===== src/rtl/conv_encoder_k3.sv =====
// Rate-1/2, K=3 convolutional encoder (generators 7,5 octal) behind a valid/ready handshake,
// with optional two-bit zero tail that returns the trellis to state 00 at the end of each frame.
module conv_encoder_k3 #(
  parameter bit          ENABLE_TAIL = 1'b1,
  parameter int unsigned CNT_W       = 16
) (
  input  logic             clk,
  input  logic             reset,
  input  logic             in_valid,
  output logic             in_ready,
  input  logic             in_bit,
  input  logic             in_last,
  output logic             out_valid,
  input  logic             out_ready,
  output logic [1:0]       out_sym,
  output logic             out_last,
  output logic [CNT_W-1:0] frame_cnt,
  output logic [CNT_W-1:0] sym_cnt
);

  typedef enum logic [0:0] {ST_DATA, ST_TAIL} state_t;

  state_t     state, state_nxt;
  logic [1:0] s, s_nxt;
  logic       tail_cnt, tail_nxt;
  logic       valid_nxt, last_nxt;
  logic [1:0] sym_nxt;
  logic       slot_free_c;
  logic       out_acc_c;

  assign slot_free_c = !out_valid || out_ready;
  assign out_acc_c   = out_valid && out_ready;
  assign in_ready    = slot_free_c && (state == ST_DATA);

  always_ff @(posedge clk) begin
    if (reset) begin
      state     <= ST_DATA;
      s         <= 2'b00;
      tail_cnt  <= 1'b0;
      out_valid <= 1'b0;
      out_sym   <= 2'b00;
      out_last  <= 1'b0;
    end else begin
      state     <= state_nxt;
      s         <= s_nxt;
      tail_cnt  <= tail_nxt;
      out_valid <= valid_nxt;
      out_sym   <= sym_nxt;
      out_last  <= last_nxt;
    end
  end

  // Next-state and output-register load; the output register holds while stalled.
  always_comb begin
    state_nxt = state;
    s_nxt     = s;
    tail_nxt  = tail_cnt;
    valid_nxt = out_valid;
    sym_nxt   = out_sym;
    last_nxt  = out_last;
    if (slot_free_c) begin
      valid_nxt = 1'b0;
      last_nxt  = 1'b0;
    end
    case (state)
      ST_DATA: begin
        if (in_valid && in_ready) begin
          sym_nxt   = {in_bit ^ s[0] ^ s[1], in_bit ^ s[1]};
          valid_nxt = 1'b1;
          s_nxt     = {s[0], in_bit};
          last_nxt  = 1'b0;
          if (in_last) begin
            if (ENABLE_TAIL) begin
              state_nxt = ST_TAIL;
              tail_nxt  = 1'b0;
            end else begin
              last_nxt = 1'b1;
              s_nxt    = 2'b00;
            end
          end
        end
      end
      ST_TAIL: begin
        if (slot_free_c) begin
          sym_nxt   = {s[0] ^ s[1], s[1]};
          valid_nxt = 1'b1;
          s_nxt     = {s[0], 1'b0};
          tail_nxt  = tail_cnt + 1'b1;
          last_nxt  = 1'b0;
          if (tail_cnt == 1'b1) begin
            last_nxt  = 1'b1;
            state_nxt = ST_DATA;
            tail_nxt  = 1'b0;
          end
        end
      end
      default: state_nxt = ST_DATA;
    endcase
  end

  // Statistics: symbols and frames accepted downstream, both wrapping.
  always_ff @(posedge clk) begin
    if (reset) begin
      sym_cnt   <= '0;
      frame_cnt <= '0;
    end else if (out_acc_c) begin
      sym_cnt <= sym_cnt + CNT_W'(1);
      if (out_last) frame_cnt <= frame_cnt + CNT_W'(1);
    end
  end

endmodule


===== config.mk =====
export PLATFORM = sky130hd
export DESIGN_NAME = conv_encoder_k3
export DESIGN_NICKNAME = d
export VERILOG_FILES = /design/src/rtl/conv_encoder_k3.sv
export SDC_FILE = /design/constraint.sdc
export NUM_CORES = 1
export LEC_CHECK = 0
export ABC_AREA = 0
export CAP_MARGIN = 40
export CORE_MARGIN = 3
export CORE_UTILIZATION = 35
export CTS_CLUSTER_DIAMETER = 80
export DETAILED_ROUTE_END_ITERATION = 10
export SLEW_MARGIN = 30
export SYNTH_ARGS = -nofsm -noshare
export SYNTH_HDL_FRONTEND = slang
export SYNTH_SLANG_ARGS = --single-unit

===== constraint.sdc =====
create_clock -name clk -period 2.1 [get_ports clk]
set_clock_uncertainty 0.1 [all_clocks]
set_input_delay 0.42 -clock clk [delete_from_list [all_inputs] [get_ports clk]]
set_output_delay 0.42 -clock clk [all_outputs]
set_load 0.03 [all_outputs]

==> impl_metrics.env, run 1 <==
export IMPL_outcome="finished clean"
export IMPL_cts_max_level=2
export IMPL_grt_max_degree=34
export IMPL_core_sq_um=4817
export IMPL_dpl_hpwl_mm=2.786
export IMPL_fin_area_sq_um=2452
export IMPL_p_total_mw=1.408
export IMPL_syn_area_sq_um=1778
export IMPL_fin_crit_sh=0.9571
export IMPL_yosys_top_cells_count="dfxtp_1, nor2_1, xor2_1, a21oi_1, nand3_1"
export IMPL_synthToLayoutAreaGrowth_pct=37.93
export IMPL_crit_path_end="in_ready"
export IMPL_gp_congestion=0.7716
export IMPL_setup_viol=0
export IMPL_synth_area_leaders="dfxtp_1, xor2_1, nor2_1, a21oi_1, nand4_1"
export IMPL_cts_tree="done"
export IMPL_routed_wl_mm=3.770
export IMPL_sw_frac_of_total=0.2265
export IMPL_track_usage=0.1373
export IMPL_max_vdd_ir_drop_uv=465.0
export IMPL_grt_antenna_before_repair=0
export IMPL_place_area_sq_um=2364
export IMPL_overflow=0
export IMPL_startpoint_type="primary input"
export IMPL_cts_buffers=5
export IMPL_nets=265
export IMPL_postSynth_asyncResetShare=0
export IMPL_dieArea_sq_um=5971
export IMPL_p_seq_frac=0.557
export IMPL_grt_setup_unrepaired="false"
export IMPL_worst_setup_path_end_kind="output pin"
export IMPL_min_path_type="flop to flop"
export IMPL_p_int_mw=1.089
export IMPL_start_util=0.3691
export IMPL_drt_pass1_iter_count=4
export IMPL_drc=0
export IMPL_portBuffers=42
export IMPL_max_cap_violations=0
export IMPL_synth_seq_cells=40
export IMPL_die_y_microns=77.28
export IMPL_synth_nets=210
export IMPL_maxSlewHeadroom=0.7746
export IMPL_drtAntennaViolNets=0
export IMPL_clkTransAtPathRegs_ns=0.07
export IMPL_power_density_nw_per_um2=574.1
export IMPL_first_iter_violations=59
export IMPL_ys_flop_type="dfxtp_1"
export IMPL_via_count=1573
export IMPL_yosys_warnings=0
export IMPL_cts_buffer_depth=2
export IMPL_r2r_cells=4
export IMPL_viasPerCell=4.840
export IMPL_switchingPower_mw=0.3189
export IMPL_grt_pass1_wl_mm=6.720
export IMPL_layout_drive_gt1_share=0.1163
export IMPL_fmax_mhz=497.5
export IMPL_synth_area_per_cell_sq_um=8.802
export IMPL_p_leak_nw=0.8755
export IMPL_hold_viol_final=0
export IMPL_row_count=25
export IMPL_cts_sinks=40
export IMPL_critPathKind="primary input to output pin"
export IMPL_insertion_delay_ns=0.29
export IMPL_synthCells=202
export IMPL_yosys_cell_count_top_type="dfxtp_1"
export IMPL_post_drt_wl_per_cell_microns=11.60
export IMPL_comb_power_share=0.078
export IMPL_die_w_microns=77.28
export IMPL_setup_tns_final_ns=0
export IMPL_cp_required_ns=1.58
export IMPL_r2r_setup_slack_ns=0.26
export IMPL_worstSetupStartpoint="out_ready"
export IMPL_root_buffer="clkbuf_8"
export IMPL_r2r_start="out_valid"
export IMPL_synth_edf_count=0
export IMPL_ys_seq_area_frac=0.4504
export IMPL_ys_types=38
export IMPL_pwr_share_clk=0.364
export IMPL_grt_pass1_vias=1512
export IMPL_ios=43
export IMPL_arrival_ns=1.49
export IMPL_synth_top_cell_by_area="dfxtp_1"
export IMPL_slew_violations=0
export IMPL_path_max_fanout=4
export IMPL_cts_setup_buffers=0
export IMPL_timing_rr_end="sym_cnt[15]"
export IMPL_yosysTopAreaCellShare=0.4504
export IMPL_antennaDiodeCount=0
export IMPL_fin_crit_ns=2.010
export IMPL_worst_pin_slew_ns=0.3350
==> repair_timing <==
item / 4_1_cts / 5_1_grt
hold buffers: 0 / 0
resized for setup: 1 / 0
setup endpoints to repair: 1 / 0
==> how the worst min path moves through the flow <==
stage	from	endpoint	slack, ns	cells after the start
finish	out_sym[0]	out_sym[0]	0.37	2
global route	out_sym[0]	out_sym[0]	0.40	2
CTS	out_sym[0]	out_sym[0]	0.37	2
detailed placement	out_sym[0]	out_sym[0]	0.35	2
global placement	out_sym[0]	out_sym[0]	0.35	2
floorplan	tail_cnt	state	0.35	1
==> cell usage in the layout (no fill, tap or decap), drive strengths merged <==
master	synthesis	routed
or4	3	3
nand2	9	9
and3	4	4
nand3	13	13
dfxtp	40	40
nand3b	2	2
a32oi	1	1
buf	4	17
xor2	17	17
o31ai	3	3
or3	5	5
and2	1	1
o21ai	8	8
nand2b	3	3
clkdlybuf4s50	0	40
or2	1	1
a311oi	1	1
and4	5	5
nor2	28	28
nor4	2	2
mux2i	2	2
a21oi	14	14
nor2b	2	2
nor3	2	2
inv	3	3
nand4	12	12
or4b	1	1
xnor2	6	6
ha	2	2
a31oi	1	1
clkbuf	6	8
dlygate4sd2	0	1
a31o	1	1
==> metal layers <==
layer  GRT usage  vias to the layer above  share of wire  wire (microns)
li1            -                      823              -               -
met1      0.1730                      712           0.49            1845
met2      0.2193                       33           0.44            1677
met3     0.04108                        5          0.054             204
met4     0.05338                        0          0.011              42
met5           0                        -              0               0
==> layout make-up <==
class	count	area, sq um
sequential	40	800.8
multi-input combinational	149	917.1
timing repair buffer	58	549.3
clock buffer	8	90.09
fill	502	2365
tap	67	83.83
inverter	3	11.26
==> per-stage QoR <==
step	worst slack, ns	util	cells	hold WS (ns)
after global routing	0.008472	0.5091	325	0.4045
final	0.09010	0.5091	325	0.3669
after detailed placement	-0.1602	0.4906	317	0.3533
after floorplan	0.1258	-	202	0.3547
after global placement	-0.1225	0.4906	317	0.3500
after CTS	0.08343	0.5091	325	0.3695
==> power groups by stage <==
stage	combinational [mW]	sequential [mW]	clock, mW
after floorplan	0.0564	0.810	0
final	0.110	0.785	0.513
after detailed placement	0.112	0.802	0
after global routing	0.121	0.787	0.571
after global placement	0.112	0.803	0
after CTS	0.112	0.785	0.542
==> cells by family after synthesis <==
logic type	after synthesis	share of synthesized area
AO/OA/AOI/OAI	29	0.09289
multiplexers	2	0.01126
flip-flops	40	0.4504
buffers and inverters	13	0.03377
AND/OR/NAND/NOR	93	0.2843
adder cells (fa/ha/maj)	2	0.01407
XOR/XNOR	23	0.1133
==> flip-flops by register name (all words and copies together), names as in the netlist, named ones only <==
register   cells
frame_cnt     16
sym_cnt       16
out_sym        2
s              2
out_valid      1
state          1
tail_cnt       1
==> critical path: stages <==
cell and delay [ns]:
clkdlybuf4s50_1 0.54, buf_4 0.15, nor2b_1 0.05, nor2_1 0.14, buf_4 0.19
(Power assumes the default switching activity.)
==> run 2: changes to the inputs <==
--- a/config.mk
+++ b/config.mk
@@ -7,10 +7,11 @@
 export LEC_CHECK = 0
 export ABC_AREA = 0
 export CAP_MARGIN = 40
-export CORE_MARGIN = 3
+export CORE_MARGIN = 2
 export CORE_UTILIZATION = 35
 export CTS_CLUSTER_DIAMETER = 80
 export DETAILED_ROUTE_END_ITERATION = 10
+export PLACE_DENSITY = 0.65
 export SLEW_MARGIN = 30
 export SYNTH_ARGS = -nofsm -noshare
 export SYNTH_HDL_FRONTEND = slang
==> impl_metrics.env, run 2 (synthesis results as in run 1) <==
export IMPL_max_cap_violations=0
export IMPL_drc=0
export IMPL_crit_slowest_cell="clkdlybuf4s50_1"
export IMPL_slew_violations=0
export IMPL_layout_drive_gt1_share=0.1197
export IMPL_dpl_hpwl_mm=2.820
export IMPL_grt_pass1_wl_mm=6.396
export IMPL_mostFrequentLayoutCells="dfxtp_1, clkdlybuf4s50_1, nor2_1, buf_4, xor2_1"
export IMPL_path_max_fanout=7
export IMPL_num_fill_cells=494
export IMPL_row_count=25
export IMPL_worstPathCellList="clkdlybuf4s50_1"
export IMPL_worst_pin_slew_ns=0.3417
export IMPL_top_regs="frame_cnt: 16 flops, sym_cnt: 16 flops"
export IMPL_track_usage=0.1453
export IMPL_multi_input_comb_area_sq_um=917.1
export IMPL_fin_crit_sh=0.9454
export IMPL_routed_wl_mm=3.844
export IMPL_ios=43
export IMPL_cp_slowest_stage_delay_ns=0.72
export IMPL_antennaDiodeCount=0
export IMPL_fin_hold_ws_ns=0.3636
export IMPL_gp_congestion=0.7277
export IMPL_dieArea_sq_um=5666
export IMPL_root_buffer="clkbuf_8"
export IMPL_cts_tree="done"
export IMPL_post_drt_wl_per_cell_microns=11.79
export IMPL_arrival_ns=1.47
export IMPL_die_y_microns=75.28
export IMPL_max_vdd_ir_drop_uv=369.4
export IMPL_overflow=0
export IMPL_insertion_delay_ns=0.29
export IMPL_drt_pass1_iter_count=4
export IMPL_fin_crit_ns=1.985
export IMPL_power_density_nw_per_um2=576.4
export IMPL_setup_tns_final_ns=0
export IMPL_hold_viol_final=0
export IMPL_cts_sinks=40
export IMPL_grt_pass1_vias=1450
export IMPL_cts_max_level=2
export IMPL_synthToLayoutAreaGrowth_pct=37.86
export IMPL_grt_antenna_before_repair=0
export IMPL_drtAntennaViolNets=0
export IMPL_core_sq_um=4817
export IMPL_dpl_worst_slack_ns=-0.1890
export IMPL_clkTransAtPathRegs_ns=0.08
export IMPL_viasPerCell=4.905
export IMPL_start_util=0.3691
export IMPL_grt_setup_unrepaired="false"
export IMPL_finalWorstSetupSlack_ns=0.1147
export IMPL_cpLargestDelayFamily="buffers and inverters"
export IMPL_maxSlewHeadroom=0.7701
export IMPL_via_count=1599
export IMPL_cp_required_ns=1.58
export IMPL_setup_viol=0
export IMPL_outcome="finished clean"
export IMPL_worst_setup_path_end_kind="output pin"
export IMPL_min_path_type="flop to flop"
export IMPL_portBuffers=42
export IMPL_nets=266
export IMPL_postCtsHoldBufs=0
export IMPL_place_area_sq_um=2359
export IMPL_regArea_sq_um=800.8
export IMPL_cts_buffers=5
export IMPL_cts_buffer_depth=2
export IMPL_die_w_microns=75.28
export IMPL_startpoint_type="flop"
export IMPL_p_leak_nw=0.8845
export IMPL_grt_max_degree=24
export IMPL_first_iter_violations=126
export IMPL_path_buf_inv=1
export IMPL_fmax_mhz=503.7
export IMPL_critPathKind="flop to output pin"
export IMPL_fin_area_sq_um=2451
## run 2: changes by cell type in the layout (fill, tap and decap cells not counted)
cell	before	now
dlygate4sd2_1	1	0
buf_12	1	0
buf_4	16	18
dlymetal6s2s_1	0	1
## run 2: what timing repair did
action | CTS | global route
setup endpoints to repair | 0 | 2
gates resized for setup | 0 | 1
buffers inserted | 0 | 0
## run 2: power breakdown
part	leakage [nW]	total (mW)	internal [mW]	switching, mW
registers	0.323	0.783	0.770	0.0129
logic	0.516	0.111	0.0499	0.0615
clock network	0.0455	0.518	0.268	0.250
## run 2: per-stage QoR
stage          cells  power, mW  utilization
2_1_floorplan    202     0.8661            -
3_3_place_gp     318     0.9115       0.4896
3_5_place_dp     318     0.9124       0.4896
4_1_cts          326      1.436       0.5083
5_1_grt          326      1.474       0.5088
6_report         326      1.413       0.5088
## run 2: final cells by class
class                      instances  share of cell area
clock buffer                       8             0.03675
inverter                           3            0.004594
tap                               67             0.03420
sequential                        40              0.3267
timing repair buffer              59              0.2236
multi-input combinational        149              0.3742
## run 2: final timing paths
check	startpoint	endpoint	slack, ns	cells after the start
worst min-delay path	out_sym[0]	out_sym[0]	0.36	2
worst max register to register	sym_cnt[2]	sym_cnt[15]	0.24	4
worst min register to register	out_sym[0]	out_sym[0]	0.36	2
worst max-delay path	sym_cnt[2]	sym_cnt[2]	0.11	1
## run 2: metal layers
layer | GRT usage | part of all wire
met1 | 0.1934 | 0.50
met2 | 0.2232 | 0.44
met3 | 0.05355 | 0.059
met4 | 0.03899 | 0.0021
met5 | 0 | 0
==> run 3: changes to the inputs <==
--- a/config.mk
+++ b/config.mk
@@ -5,13 +5,13 @@
 export SDC_FILE = /design/constraint.sdc
 export NUM_CORES = 1
 export LEC_CHECK = 0
-export ABC_AREA = 0
+export ABC_AREA = 1
 export CAP_MARGIN = 40
 export CORE_MARGIN = 2
 export CORE_UTILIZATION = 35
 export CTS_CLUSTER_DIAMETER = 80
 export DETAILED_ROUTE_END_ITERATION = 10
-export PLACE_DENSITY = 0.65
+export PLACE_DENSITY = 0.64
 export SLEW_MARGIN = 30
 export SYNTH_ARGS = -nofsm -noshare
 export SYNTH_HDL_FRONTEND = slang
==> impl_metrics.env, run 3 <==
export IMPL_ios=43
export IMPL_synth_edf_count=0
export IMPL_cts_buffers=5
export IMPL_fin_util=0.4746
export IMPL_track_usage=0.1512
export IMPL_grt_pass1_wl_mm=7.438
export IMPL_start_util=0.3570
export IMPL_min_path_type="flop to flop"
export IMPL_portBuffers=42
export IMPL_first_iter_violations=85
export IMPL_ys_seq_area_frac=0.4124
export IMPL_slew_violations=0
export IMPL_die_y_microns=78.49
export IMPL_viasPerCell=4.554
export IMPL_pwr_share_clk=0.362
export IMPL_p_seq_frac=0.545
export IMPL_sw_frac_of_total=0.2404
export IMPL_synthToLayoutAreaGrowth_pct=32.93
export IMPL_yosys_cell_count_top_type="nand2_1"
export IMPL_worstPathCellList="clkdlybuf4s50_1"
export IMPL_p_leak_nw=0.9582
export IMPL_worst_pin_slew_ns=0.3624
export IMPL_final_common_cell="nand2_1"
export IMPL_core_sq_um=5439
export IMPL_syn_area_sq_um=1942
export IMPL_fmax_mhz=505.9
export IMPL_yosysTopAreaCellShare=0.4124
export IMPL_layout_drive_gt1_share=0.06916
export IMPL_setup_tns_final_ns=0
export IMPL_grt_max_degree=14
export IMPL_postSynth_asyncResetShare=0
export IMPL_p_int_mw=1.098
export IMPL_fin_crit_sh=0.9413
export IMPL_dieArea_sq_um=6160
export IMPL_postCtsHoldBufs=0
export IMPL_maxSlewHeadroom=0.7565
export IMPL_yosys_warnings=0
export IMPL_drt_pass1_iter_count=4
export IMPL_dpl_hpwl_mm=3.216
export IMPL_nets=354
export IMPL_cts_buffer_depth=2
export IMPL_setup_viol=0
export IMPL_cp_slowest_stage_delay_ns=0.72
export IMPL_fin_crit_ns=1.977
export IMPL_cpLargestDelayFamily="buffers and inverters"
export IMPL_path_buf_inv=1
export IMPL_routed_wl_mm=4.338
export IMPL_antennaDiodeCount=0
export IMPL_synth_nets=301
export IMPL_via_count=1908
export IMPL_drtAntennaViolNets=0
export IMPL_top_regs="frame_cnt: 16 flops, sym_cnt: 16 flops"
export IMPL_cts_resized=0
export IMPL_yosys_top_cells_count="nand2_1, nor2_1, inv_1, dfxtp_1, a21oi_1"
export IMPL_drc=0
export IMPL_synthCells=293
export IMPL_mostFrequentLayoutCells="nand2_1, nor2_1, inv_1, clkdlybuf4s50_1, dfxtp_1"
export IMPL_grt_antenna_before_repair=0
export IMPL_outcome="finished clean"
export IMPL_p_total_mw=1.445
export IMPL_grt_pass1_vias=1782
export IMPL_cts_setup_buffers=0
export IMPL_cts_sinks=40
export IMPL_crit_slowest_cell="clkdlybuf4s50_1"
export IMPL_row_count=27
export IMPL_comb_power_share=0.092
export IMPL_switchingPower_mw=0.3473
export IMPL_arrival_ns=1.46
export IMPL_synth_top_cell_by_area="dfxtp_1"
export IMPL_overflow=0
export IMPL_insertion_delay_ns=0.29
export IMPL_power_density_nw_per_um2=559.8
export IMPL_path_max_fanout=6
export IMPL_gp_congestion=0.8367
export IMPL_grt_setup_unrepaired="false"
export IMPL_ys_types=24
export IMPL_critPathKind="flop to output pin"
export IMPL_worst_setup_path_end_kind="output pin"
export IMPL_hold_viol_final=0
export IMPL_max_vdd_ir_drop_uv=304.9
export IMPL_synth_area_leaders="dfxtp_1, nand2_1, nor2_1, inv_1, a21oi_1"
export IMPL_clkTransAtPathRegs_ns=0.07
export IMPL_synth_area_per_cell_sq_um=6.628
export IMPL_post_drt_wl_per_cell_microns=10.35
export IMPL_die_w_microns=78.49
export IMPL_root_buffer="clkbuf_8"
export IMPL_cts_max_level=2
export IMPL_fin_hold_ws_ns=0.3762
export IMPL_cp_required_ns=1.58
export IMPL_synth_seq_cells=40
export IMPL_max_cap_violations=0
export IMPL_cts_tree="done"
export IMPL_startpoint_type="flop"
export IMPL_ys_flop_type="dfxtp_1"
run 3: cell types whose count changed after synthesis, sizes merged, moves of 4 or more:
cell,before,now
a21oi,14,21
and3,4,0
and4,5,0
clkbuf,6,2
inv,3,44
nand2,9,70
nand4,12,8
nor2,28,58
o21ai,8,17
or3,5,0
xnor2,6,2
xor2,17,4
run 3: power groups by stage:
stage	combinational [mW]	clock, mW	sequential [mW]
2_1_floorplan	0.0629	0	0.822
3_3_place_gp	0.133	0	0.805
3_5_place_dp	0.134	0	0.805
4_1_cts	0.135	0.546	0.788
5_1_grt	0.147	0.582	0.790
6_report	0.133	0.523	0.788
run 3: path summary, 6_finish.rpt:
check / startpoint / end / slack [ns] / cells past startpoint
hold / removal: out_sym[0] / out_sym[0] / 0.38 / 2
hold reg to reg: out_sym[0] / out_sym[0] / 0.38 / 2
setup / recovery: frame_cnt[3] / frame_cnt[3] / 0.12 / 1
setup reg to reg: frame_cnt[1] / frame_cnt[10] / 0.57 / 8
run 3: kinds of logic (layout without fill, tap and decap cells):
family | after synthesis | in the layout | synth area share
AO/OA/AOI/OAI | 41 | 41 | 0.1115
XOR/XNOR | 6 | 6 | 0.02706
adder cells (fa/ha/maj) | 2 | 2 | 0.01288
buffers and inverters | 47 | 101 | 0.09085
flip-flops | 40 | 40 | 0.4124
AND/OR/NAND/NOR | 157 | 157 | 0.3454
run 3: worst register-to-register path, cell delays in order (launching register included):
cell and delay [ns]:
dfxtp_1 0.39, ha_1 0.21, inv_1 0.06, nor2_1 0.09
nand2_1 0.07, nor2_2 0.18, nand2_1 0.09, o21ai_0 0.17
nor2_1 0.05
run 3: cell type report:
cell class / instances / area (sq um)
Sequential cell: 40 / 800.8
Clock buffer: 8 / 90.09
Fill cell: 544 / 2858
Multi-Input combinational cell: 206 / 964.7
Inverter: 44 / 165.2
Timing Repair Buffer: 49 / 470.5
Tap cell: 72 / 90.09
run 3: layer usage:
metal	up-vias	part of all wire	global-route usage
met3	7	0.033	0.03103
li1	1025	-	-
met4	0	0.015	0.07368
met5	-	0	0
met2	40	0.47	0.2526
met1	836	0.49	0.1850
run 3: per-stage QoR:
step | std cells | setup WS, ns | instance area [sq um]
6_report | 419 | 0.1232 | 2581
5_1_grt | 419 | 0.07797 | 2581
4_1_cts | 419 | 0.1161 | 2581
3_5_place_dp | 411 | 0.01743 | 2491
3_3_place_gp | 411 | 0.08146 | 2491
2_1_floorplan | 293 | 0.4924 | 1942
==> RTL change, RTL diff (config.mk and constraints of run 3) <==
Change the parameter `ENABLE_TAIL` from 1'b1 to 1'b0.
--- a/src/rtl/conv_encoder_k3.sv
+++ b/src/rtl/conv_encoder_k3.sv
@@ -2,5 +2,5 @@
 // with optional two-bit zero tail that returns the trellis to state 00 at the end of each frame.
 module conv_encoder_k3 #(
-  parameter bit          ENABLE_TAIL = 1'b1,
+  parameter bit          ENABLE_TAIL = 1'b0,
   parameter int unsigned CNT_W       = 16
 ) (
Function: changed (Yosys sat finds a counterexample within 4 cycles, from zero or initial values and one cycle with reset high).
==> RTL change against run 3 <==
- critical path type is now input port to output pin
- largest cell class unchanged
- clock power shrank 1%
- synthesized area shrank 1.9%
- design area shrank 1.8%
- count of clock-buffer cells in the layout is the same
- routed wire length shrank 2.0%
- highest routed layer unchanged
- sequential cell count is the same
- final cell count shrank 3.6%
- total power shrank 2.4%
- worst setup slack lost 33 ps
- largest power group unchanged
- non-clock buffer count shrank 1
==> RTL change: results (changes against run 3) <==
## Clocking
* clock latency of the later-clocked register in the worst-skew pair: 280 ps

## Timing
* headroom to the max-slew limit: 77.6%, +2.0 points

## Pwr
* static leakage: 0.000931 uW, -2.8%
* Worst IR Drop VDD: 0.327 mV, +7.3%

## GRT
* number of global-route vias before repair: 1738, -2.5%
* maximum number of pins on one net before global-route repair: 15, +1
* met1 usage in global routing: 19.9%, +1.4 points
* routing usage on met3: 4.42%, +1.3 points
* met2 Track Usage GR: 24.7%, -0.60 points
* Tot GR Track Use: 15.3%, +0.21 points

## Setup path
* Crit path largest cell delay: 540 ps, -180 ps
* arrival time of data at the critical path endpoint: 1490 ps, +30 ps

## Placed design
* final HPWL from detailed placement: 3190 um, -0.74%
* routability congestion estimate: 0.832, -0.61%

## Route
* routed length on met2: 1970 um, -2.3%
* wire length per cell: 10.5 um, +1.7%
* count of vias placed by the detailed router: 1847, -3.2%
* routed length on met1: 2070 um, -2.0%
* violation count after the first detailed-route iteration: 81, -4.7%

## Logic synthesis
* share of the yosys chip area belonging to registers: 42.0%, +0.79 points
* list of most frequent post-synthesis cells: nand2_1, nor2_1, dfxtp_1
* leading post-synthesis cells by cell area: dfxtp_1, nand2_1, nor2_1
* post-synth net total: 289, -4.0%
* number of distinct library cells after synthesis: 29, +21%

## Finish
* number of nets in the layout: 341, -3.7%
* fraction of final layout cells sized beyond drive strength 1: 8.38%, +1.5 points

## Run status
* status: complete, no violations

[RTL change: worst reg2reg max path: stages, from the launching register on]
cell	delay (ps)
dfxtp_1	400
nand2_1	140
nor2_1	300
nand2_1	120
nor2_1	180
nand2_1	90
o21ai_1	120
nor2_1	50
[RTL change: through the flow]
stage	util, %	setup slack [ps]	instances	cell area [um2]
finish	49.0	90.3	404	2530
global route	49.0	15.4	404	2530
CTS	49.0	81.6	404	2530
detailed placement	47.2	71.3	396	2440
global placement	47.2	75.5	396	2440
floorplan	-	525	281	1910
[RTL change: cells by family (layout without fill, tap and decap cells)]
group / count (synthesis) / after routing / share of synthesized area (%)
AND/OR/NAND/NOR: 149 / 149 / 34.4
adder cells (fa/ha/maj): 2 / 2 / 1.31
AO/OA/AOI/OAI: 44 / 44 / 12.6
buffers and inverters: 44 / 97 / 8.73
flip-flops: 40 / 40 / 42.0
XOR/XNOR: 2 / 2 / 0.919
[RTL change: final cells by class]
| class | instances | area [um2] |
|---|---|---|
| clock buffer | 8 | 90.1 |
| fill | 506 | 2640 |
| inverter | 41 | 154 |
| multi-input combinational | 197 | 938 |
| sequential | 40 | 801 |
| tap | 70 | 87.6 |
| timing repair buffer | 48 | 463 |
[RTL change: power by group]
group	internal, uW	leakage [uW]	switching [uW]	total, uW
combinational	46.7	0.000562	67.3	114
sequential	769	0.000324	7.78	777
clock	268	0.0000455	250	518
[RTL change: worst paths after layout]
| kind | startpoint | slack, ps | endpoint | depth (start not counted) |
|---|---|---|---|---|
| setup / recovery | out_ready | 90 | in_ready | 4 |
| hold / removal | out_sym[0] | 370 | out_sym[0] | 1 |
| setup reg to reg | sym_cnt[3] | 500 | sym_cnt[8] | 7 |
| hold reg to reg | out_sym[0] | 370 | out_sym[0] | 1 |
